===== config.mk =====
export PLATFORM = sky130hd
export DESIGN_NAME = mips_muldiv_unit_flat
export DESIGN_NICKNAME = d
export VERILOG_FILES = /design/src/rtl/MIPS_pkg.sv /design/src/rtl/mips_muldiv_unit_if.sv /design/src/rtl/mips_cond_negate.sv /design/src/rtl/mips_muldiv_unit.sv /design/src/flat_wrapper.sv
export SDC_FILE = /design/constraint.sdc
export NUM_CORES = 1
export LEC_CHECK = 0
export CORE_MARGIN = 2
export CORE_UTILIZATION = 44
export DETAILED_ROUTE_END_ITERATION = 8
export SETUP_SLACK_MARGIN = 0.3
export SYNTH_ARGS = -nofsm -noshare
export SYNTH_HDL_FRONTEND = slang
export SYNTH_SLANG_ARGS = --single-unit

===== constraint.sdc =====
create_clock -name clk -period 9.29 [get_ports clk]
set_input_delay 2.787 -clock clk [delete_from_list [all_inputs] [get_ports clk]]
set_output_delay 2.787 -clock clk [all_outputs]
set_load 0.005 [all_outputs]

===== src/rtl/MIPS_pkg.sv =====
// Shared MIPS core types: data width, HI/LO pair, and multiply/divide unit encodings.
package MIPS_pkg;

  localparam int MIPS_DATA_WIDTH = 32;

  typedef logic [MIPS_DATA_WIDTH-1:0] mips_data_t;

  typedef struct packed {
    mips_data_t hi;
    mips_data_t lo;
  } mips_hilo_t;

  typedef enum logic [1:0] {
    OP_MULT  = 2'd0,
    OP_MULTU = 2'd1,
    OP_DIV   = 2'd2,
    OP_DIVU  = 2'd3
  } muldiv_op_t;

  typedef enum logic [1:0] {
    MD_IDLE = 2'd0,
    MD_CALC = 2'd1,
    MD_FIX  = 2'd2
  } muldiv_state_t;

endpackage


===== src/rtl/mips_muldiv_unit_if.sv =====
// Control-FSM side bundle of the multiply/divide unit: launch, MTHI/MTLO write path and HI/LO results.
interface mips_muldiv_unit_if
  import MIPS_pkg::*;
#(
  parameter int DATA_WIDTH = MIPS_DATA_WIDTH
);
  logic                  start_i;
  muldiv_op_t            op_i;
  logic [DATA_WIDTH-1:0] rs_i;
  logic [DATA_WIDTH-1:0] rt_i;
  logic                  mthi_i;
  logic                  mtlo_i;
  logic [DATA_WIDTH-1:0] wdata_i;
  logic                  busy_o;
  logic                  done_o;
  logic                  div_by_zero_o;
  logic [DATA_WIDTH-1:0] hi_o;
  logic [DATA_WIDTH-1:0] lo_o;

  modport master (
    output start_i, op_i, rs_i, rt_i, mthi_i, mtlo_i, wdata_i,
    input  busy_o, done_o, div_by_zero_o, hi_o, lo_o
  );

  modport slave (
    input  start_i, op_i, rs_i, rt_i, mthi_i, mtlo_i, wdata_i,
    output busy_o, done_o, div_by_zero_o, hi_o, lo_o
  );
endinterface


===== src/rtl/mips_cond_negate.sv =====
// Conditional two's-complement negation: y = neg ? -x : x.
module mips_cond_negate #(
  parameter int WIDTH = 32
) (
  input  logic             neg_i,
  input  logic [WIDTH-1:0] x_i,
  output logic [WIDTH-1:0] y_o
);
  assign y_o = neg_i ? (~x_i + {{(WIDTH-1){1'b0}}, 1'b1}) : x_i;
endmodule


===== src/rtl/mips_muldiv_unit.sv =====
// Iterative MULT/MULTU/DIV/DIVU unit owning HI/LO; one shift-add or restoring-divide step per cycle
// on operand magnitudes, with sign fix-up applied in a final cycle.
module mips_muldiv_unit
  import MIPS_pkg::*;
#(
  parameter int DATA_WIDTH = MIPS_DATA_WIDTH
) (
  input  logic clk,
  input  logic rst_n,
  mips_muldiv_unit_if.slave bus
);
  localparam int W     = DATA_WIDTH;
  localparam int CNT_W = $clog2(DATA_WIDTH);

  muldiv_state_t state_q;
  logic [CNT_W-1:0] cnt_q;
  logic busy_q, done_q, dbz_q, is_div_q, zdiv_q;
  logic [W-1:0] hi_q, lo_q;

  logic [2*W-1:0] acc_q, acc_d;
  logic [W-1:0]   a_q;
  logic           neg_q, rneg_q;

  logic         signed_op, rs_neg, rt_neg, start_go, start_div, start_zdiv;
  logic [W-1:0] rs_abs, rt_abs;
  logic [W:0]   step_sum, shifted, diff;
  logic [2*W-1:0] prod_fix;
  logic [W-1:0]   quo_fix, rem_fix;

  assign signed_op  = (bus.op_i == OP_MULT) || (bus.op_i == OP_DIV);
  assign rs_neg     = signed_op & bus.rs_i[W-1];
  assign rt_neg     = signed_op & bus.rt_i[W-1];
  assign start_go   = (state_q == MD_IDLE) && bus.start_i;
  assign start_div  = bus.op_i[1];
  assign start_zdiv = start_div && (bus.rt_i == '0);

  mips_cond_negate #(.WIDTH(W))   u_abs_rs   (.neg_i(rs_neg), .x_i(bus.rs_i), .y_o(rs_abs));
  mips_cond_negate #(.WIDTH(W))   u_abs_rt   (.neg_i(rt_neg), .x_i(bus.rt_i), .y_o(rt_abs));
  mips_cond_negate #(.WIDTH(2*W)) u_fix_prod (.neg_i(neg_q),  .x_i(acc_q),    .y_o(prod_fix));
  mips_cond_negate #(.WIDTH(W))   u_fix_quo  (.neg_i(neg_q),  .x_i(acc_q[W-1:0]),   .y_o(quo_fix));
  mips_cond_negate #(.WIDTH(W))   u_fix_rem  (.neg_i(rneg_q), .x_i(acc_q[2*W-1:W]), .y_o(rem_fix));

  // acc holds {partial product, multiplier} for multiply and {remainder, dividend/quotient} for divide
  always_comb begin
    step_sum = {1'b0, acc_q[2*W-1:W]} + (acc_q[0] ? {1'b0, a_q} : {(W+1){1'b0}});
    shifted  = acc_q[2*W-1:W-1];
    diff     = shifted - {1'b0, a_q};
    if (!is_div_q)
      acc_d = {step_sum, acc_q[W-1:1]};
    else if (!diff[W])
      acc_d = {diff[W-1:0], acc_q[W-2:0], 1'b1};
    else
      acc_d = {shifted[W-1:0], acc_q[W-2:0], 1'b0};
  end

  always_ff @(posedge clk) begin
    if (start_go) begin
      // divide-by-zero keeps raw rs so FIX can copy it to HI unchanged
      acc_q  <= {{W{1'b0}}, start_zdiv ? bus.rs_i : (start_div ? rs_abs : rt_abs)};
      a_q    <= start_div ? rt_abs : rs_abs;
      neg_q  <= rs_neg ^ rt_neg;
      rneg_q <= rs_neg;
    end else if (state_q == MD_CALC) begin
      acc_q  <= acc_d;
    end
  end

  always_ff @(posedge clk or negedge rst_n) begin
    if (!rst_n) begin
      state_q  <= MD_IDLE;
      cnt_q    <= '0;
      busy_q   <= 1'b0;
      done_q   <= 1'b0;
      dbz_q    <= 1'b0;
      is_div_q <= 1'b0;
      zdiv_q   <= 1'b0;
      hi_q     <= '0;
      lo_q     <= '0;
    end else begin
      done_q <= 1'b0;
      dbz_q  <= 1'b0;
      case (state_q)
        MD_IDLE: begin
          if (bus.start_i) begin
            is_div_q <= start_div;
            zdiv_q   <= start_zdiv;
            busy_q   <= 1'b1;
            cnt_q    <= CNT_W'(DATA_WIDTH - 1);
            state_q  <= start_zdiv ? MD_FIX : MD_CALC;
          end else begin
            if (bus.mthi_i) hi_q <= bus.wdata_i;
            if (bus.mtlo_i) lo_q <= bus.wdata_i;
          end
        end
        MD_CALC: begin
          cnt_q <= cnt_q - 1'b1;
          if (cnt_q == '0) state_q <= MD_FIX;
        end
        MD_FIX: begin
          state_q <= MD_IDLE;
          busy_q  <= 1'b0;
          done_q  <= 1'b1;
          if (zdiv_q) begin
            hi_q  <= acc_q[W-1:0];
            lo_q  <= '1;
            dbz_q <= 1'b1;
          end else if (is_div_q) begin
            hi_q <= rem_fix;
            lo_q <= quo_fix;
          end else begin
            {hi_q, lo_q} <= prod_fix;
          end
        end
        default: state_q <= MD_IDLE;
      endcase
    end
  end

  assign bus.busy_o        = busy_q;
  assign bus.done_o        = done_q;
  assign bus.div_by_zero_o = dbz_q;
  assign bus.hi_o          = hi_q;
  assign bus.lo_o          = lo_q;

endmodule


===== src/flat_wrapper.sv =====
// flat-port wrapper written by rule: the top's interface ports become plain ports
module mips_muldiv_unit_flat import MIPS_pkg::*;
#(
  parameter int DATA_WIDTH = MIPS_DATA_WIDTH
)
  (clk, rst_n, bus_start_i, bus_op_i, bus_rs_i, bus_rt_i, bus_mthi_i, bus_mtlo_i, bus_wdata_i, bus_busy_o, bus_done_o, bus_div_by_zero_o, bus_hi_o, bus_lo_o);
  mips_muldiv_unit_if #(.DATA_WIDTH(DATA_WIDTH)) bus_i ();
  input  logic clk;
  input  logic rst_n;
  input wire logic [$bits(bus_i.start_i)-1:0] bus_start_i;
  input wire logic [$bits(bus_i.op_i)-1:0] bus_op_i;
  input wire logic [$bits(bus_i.rs_i)-1:0] bus_rs_i;
  input wire logic [$bits(bus_i.rt_i)-1:0] bus_rt_i;
  input wire logic [$bits(bus_i.mthi_i)-1:0] bus_mthi_i;
  input wire logic [$bits(bus_i.mtlo_i)-1:0] bus_mtlo_i;
  input wire logic [$bits(bus_i.wdata_i)-1:0] bus_wdata_i;
  output wire logic [$bits(bus_i.busy_o)-1:0] bus_busy_o;
  output wire logic [$bits(bus_i.done_o)-1:0] bus_done_o;
  output wire logic [$bits(bus_i.div_by_zero_o)-1:0] bus_div_by_zero_o;
  output wire logic [$bits(bus_i.hi_o)-1:0] bus_hi_o;
  output wire logic [$bits(bus_i.lo_o)-1:0] bus_lo_o;
  assign bus_i.start_i = bus_start_i;
  assign bus_i.op_i = bus_op_i;
  assign bus_i.rs_i = bus_rs_i;
  assign bus_i.rt_i = bus_rt_i;
  assign bus_i.mthi_i = bus_mthi_i;
  assign bus_i.mtlo_i = bus_mtlo_i;
  assign bus_i.wdata_i = bus_wdata_i;
  assign bus_busy_o = bus_i.busy_o;
  assign bus_done_o = bus_i.done_o;
  assign bus_div_by_zero_o = bus_i.div_by_zero_o;
  assign bus_hi_o = bus_i.hi_o;
  assign bus_lo_o = bus_i.lo_o;
  mips_muldiv_unit #(.DATA_WIDTH(DATA_WIDTH)) u_core (.clk(clk), .rst_n(rst_n), .bus(bus_i));
endmodule

* Yosys cells after proc, flatten, opt, wreduce, memory -nomap -nowiden
Index checks and enable logic that the tools add are counted. W data, S select, Z words.
Storage, ports and cells: register bits 174
Operators by class: bitwise logic cells 8, eq/ne operators 8, reductions and logical operators 16, muxes and demuxes 34, add/subtract/negate cells 8
Operators by type and width (count):
- $mux W32 | 18
- $mux W64 | 3
- $add A32 B1 Y32 const B | 4
- $not A32 Y32 | 4
- $pmux W32 S2 | 2
- $add A64 B1 Y64 const B | 1
- $not A64 Y64 | 1
- $add A32 B32 Y33 | 1
- $sub A33 B32 Y33 | 1
- $logic_not A32 Y1 | 1
- $ne A2 B2 Y1 const B | 5
- $pmux W5 S2 | 1
- $reduce_and A2 Y1 | 4
- $mux W2 | 3
- $reduce_and A3 Y1 | 2
- $reduce_bool A2 Y1 | 3
- $logic_not A5 Y1 | 1
- $mux W5 | 1
- $sub A5 B1 Y5 const B | 1
- $eq A2 B2 Y1 const B | 2
- $logic_not A2 Y1 | 2
- $mux W1 | 4
- $pmux W2 S2 | 1
- $and A1 B1 Y1 | 2
- 5 further kinds | 6

* Depth between registers and ports, before layout
depth after elaboration 7, gate-level depth with buffers 14, mapped depth without buffers 12

* Modules after synthesis
From an unflattened synthesis, not the netlist that was laid out.
Second synthesis, totals: cell total of the unflattened synthesis 2151, area total of the unflattened synthesis 18137.4 um^2
By module, submodules not included:
- mips_muldiv_unit | times used 1, seq. area each 4524.3 um^2, cells an instance 1549, area each 13380.3 um^2
- mips_cond_negate (u_core.u_abs_rs ...) | times used 4, seq. area each 0.0 um^2, cells an instance 99, area each 777.0 um^2
- mips_cond_negate (u_core.u_fix_prod) | times used 1, seq. area each 0.0 um^2, cells an instance 206, area each 1649.1 um^2

* Worst setup path after synthesis
OpenSTA, ideal clock, no wires.
path type input to register, start point input bus_rs_i[4], end point register u_core.acc_q[28], data pin, arrival 4.981 ns, slack 3.989 ns, stages on the path 9, library setup time 0.320 ns, cell sequence clkbuf_1 or4_1 nor4b_1 nand3_1 o41ai_1 xor2_1 nand3_1 o211ai_1 a21oi_1
Between the ends: word-level cells in the longest chain between the ends 6
RTL lines:
- start: declaration | RTL line flat_wrapper.sv:12 | input wire logic [$bits(bus_i.rs_i)-1:0] bus_rs_i;
- $not A32 Y32 | RTL line mips_cond_negate.sv:9 | assign y_o = neg_i ? (~x_i + {{(WIDTH-1){1'b0}}, 1'b1}) : x_i;
- $add A32 B1 Y32 | RTL line mips_cond_negate.sv:9
- $mux W32 | RTL line mips_cond_negate.sv:9
- $mux W32 (2 in series) | RTL line mips_muldiv_unit.sv:59 | acc_q <= {{W{1'b0}}, start_zdiv ? bus.rs_i : (start_div ? rs_abs : rt_abs)};
- $mux W32 | RTL line mips_muldiv_unit.sv:57 | if (start_go) begin
- end signal: assignment | RTL line mips_muldiv_unit.sv:59
- end: declaration | RTL line mips_muldiv_unit.sv:20 | logic [2*W-1:0] acc_q, acc_d;
Every way passes these cells. A chain may end at the register's enable or synchronous reset.

* Final worst setup path
start point input bus_rt_i[0], end point register u_core.acc_q[27], data pin
Between the ends: word-level cells in the longest chain between the ends 6
RTL lines:
- start: declaration | RTL line flat_wrapper.sv:13 | input wire logic [$bits(bus_i.rt_i)-1:0] bus_rt_i;
- $not A32 Y32 | RTL line mips_cond_negate.sv:9
- $add A32 B1 Y32 | RTL line mips_cond_negate.sv:9
- $mux W32 | RTL line mips_cond_negate.sv:9
- $mux W32 | RTL line mips_muldiv_unit.sv:59
- $mux W32 * | RTL line mips_muldiv_unit.sv:59
- $mux W32 * | RTL line mips_muldiv_unit.sv:57
Mark *: on every way between the ends. The rest lies on a longest branch, timed or not.

==> impl_metrics.ini <==
[place]
placedCellCount = 2460
io_buffers = 169
gp_congestion = 0.985
place_hpwl_um = 47200

[setup_path]
slowest_stage = nor3b_2
cp_top_family = simple AND/OR/NAND/NOR gates
path_cells = clkdlybuf4s50_1 -> inv_1 -> ha_1 -> nor4b_1 -> and3_1 -> and3_1 -> nand2_1 -> nor3b_2 -> nand2_1 -> o2111ai_1 -> a21oi_1
worst_ep_arrival_time_ns = 6.25
rrSetupSlack_ns = 4.07
crit_type = input pin to flop
start_kind = input pin
required_ns = 9.47
r2r_end = u_core.acc_q[63]$_SDFFE_PP0P_
max_stage_delay_ns = 0.97
timing.rr.start = u_core.acc_q[31]$_DFFE_PP_
critical_path_buf_inv_count = 2
r2r_cells = 13
endpoint_kind = flop
path_max_fanout = 15

[logic_synthesis]
synth_edf_count = 66
ys_seq_elements = 174
syn-mean-instance-area_um2 = 7.93
syn_area_mm2 = 0.0154
ys_seq_area_share_pct = 29.3
synth_nets = 2120
async_flop_share_pct = 43.7
netlist_instances = 1945
ys.flop_type = dfrtp_1
synth_cell_types = 79
yosysWarnings = 0

[sta]
finalCritPeriodShare_pct = 65.4
clock-skew-final_ns = 0.0122
maxSlewViolCount = 0
min_period_ns = 6.08
hold_viol = 0
max_freq_mhz = 165
setup_violations = 0
fin_tns_setup_ns = 0
whs_ns = 0.477
slew_headroom_pct = 5.88
tightest_slew_ns = 1.41
rsz0062_at_grt = no

[grt]
grt_usage_pct = 33.3
grt_max_degree = 78
antenna_found_initial = 1
gr-total-overflow = 0
first_global_vias = 14800
grt_pass1_wl_um = 91800

[die]
core.rowCount = 68
die_h_um = 191
dieArea_mm2 = 0.0366
coreArea_mm2 = 0.0345
start_util_pct = 44.6
die_w_um = 191
pin_count = 170

[final_layout]
area_growth_pct = 16.5
antennaDiodeCount = 0
final_cell_mix = o21ai_0, nand2_1, clkdlybuf4s50_1
final_common_cell = o21ai_0
fin_cells = 2492
n_fill_cell = 3397
final_layout_size_suffix_gt1_share_pct = 4.57
nets = 2199

[clock_tree]
cts_max_level = 4
post-cts-setup-buffers = 0
clock-root-buffer = clkbuf_16
cts.sinks = 174
cts_resized = 0
cts_tree = built
insertion_delay_ns = 0.46
clkSlewWorstSetupHoldPaths_ns = 0.07
clockBufferDepth = 2
cts_buffers = 17
cts_hold_buf = 0

[power]
total_power_uw = 6580
p_leak_uw = 0.00701
power.density_mw_per_mm2 = 366
peakVddDrop_mv = 0.168

[run_status]
outcome = finished clean

[routing]
drtIter0Drc = 1854
vias = 15700
drtAntennaViolNets = 0
post_drt_wl_per_cell_um = 24.4
vias_per_cell = 6.29
wl_um = 60800
drt-pass1-iter-count = 8
drc_errors = 0

[flow_run]
maxCapViolations = 0

[min_path]
hold-path-cell-count = 2
hold_path_end = u_core.bus.lo_o[21]$_DFFE_PN0P_
min_from = u_core.bus.lo_o[21]$_DFFE_PN0P_
worstHoldPathType = flop to flop
[kinds of logic (layout without fill, tap and decap cells)]
logic type	Yosys count	in the layout	synth area share, %
DFF	174	174	29.3
xor gates and xnor gates	171	171	9.71
buffers and inverters	198	290	4.96
and+or+nand+nor	606	606	18.7
muxes	68	68	4.46
adders and majority gates	72	72	5.94
AOI/OAI and AO/OA	656	656	26.9
[power by group]
group	switching, uW	leakage, uW	internal, uW	total, uW
sequential	620	0.00184	1210	1830
clock	353	0.000302	430	783
combinational	2240	0.00487	1720	3960
[tightest hold or removal path, cell delays in order, from the launching register on]
cell and delay [ns]:
dfrtp_1 0.34, nand2_1 0.05, o31ai_1 0.05
[through the flow]
| stage | cell area, um^2 | util (%) | worst slack (ns) |
|---|---|---|---|
| 3_3_place_gp | 17400 | 50.2 | 2.89 |
| 3_5_place_dp | 17400 | 50.2 | 2.88 |
| 4_1_cts | 18000 | 52.0 | 3.30 |
| 5_1_grt | 18000 | 52.0 | 2.96 |
| 2_1_floorplan | 15400 | - | 3.99 |
| 6_report | 18000 | 52.0 | 3.21 |
[how the worst max path moves through the flow]
stage / slack, ns / from / cells after the start / endpoint
after floorplan: 3.99 / bus_rs_i[4] / 9 / u_core.acc_q[28]$_DFFE_PP_
after global placement: 2.89 / bus_rt_i[0] / 11 / u_core.acc_q[27]$_DFFE_PP_
after detailed placement: 2.88 / bus_rt_i[0] / 11 / u_core.acc_q[27]$_DFFE_PP_
after CTS: 3.30 / bus_rt_i[0] / 11 / u_core.acc_q[27]$_DFFE_PP_
after global routing: 2.96 / bus_rt_i[0] / 11 / u_core.acc_q[27]$_DFFE_PP_
final: 3.21 / bus_rt_i[0] / 11 / u_core.acc_q[27]$_DFFE_PP_
[area by class of cell]
cell class                 count  area (um^2)  share of cell area, %
clock inverter                14          181                   1.01
multi-input combinational   1573        10200                   56.6
clock buffer                  18          429                   2.39
tap                          455          569                   3.17
inverter                      68          255                   1.42
timing repair buffer         190         1840                   10.3
sequential                   174         4530                   25.2
[routing by layer]
layer / vias up / share of wire [%] / GRT usage (%)
met1: 7518 / 43 / 45.9
met5: - / 0 / 0
li1: 7386 / - / -
met4: 0 / 3.6 / 12.6
met3: 92 / 7.6 / 3.71
met2: 687 / 46 / 53.4
[flip-flops by register name (all words and copies together) (netlist names)]
| name | cells |
|---|---|
| u_core.bus.done_o | 1 |
| u_core.bus.hi_o | 32 |
| u_core.a_q | 32 |
| u_core.bus.lo_o | 32 |
| u_core.neg_q | 1 |
| u_core.zdiv_q | 1 |
| u_core.is_div_q | 1 |
| u_core.rneg_q | 1 |
| u_core.bus.div_by_zero_o | 1 |
| u_core.acc_q | 64 |
| u_core.cnt_q | 5 |
| u_core.state_q | 2 |
| u_core.bus.busy_o | 1 |
[synth_stat cells (44+ instances only)]
library cell,number,share of area [%]
o21ai_0,206,6.7
nand2_1,195,4.7
nor2_1,165,4.0
a21oi_1,146,4.7
clkbuf_1,116,2.8
xnor2_1,107,6.1
dfrtp_1,76,12
ha_1,70,5.7
inv_1,67,1.6
edfxtp_1,66,13
xor2_1,64,3.6
mux2i_1,62,4.0
nor3_1,44,1.4
Power figures use the tool's default switching activity.
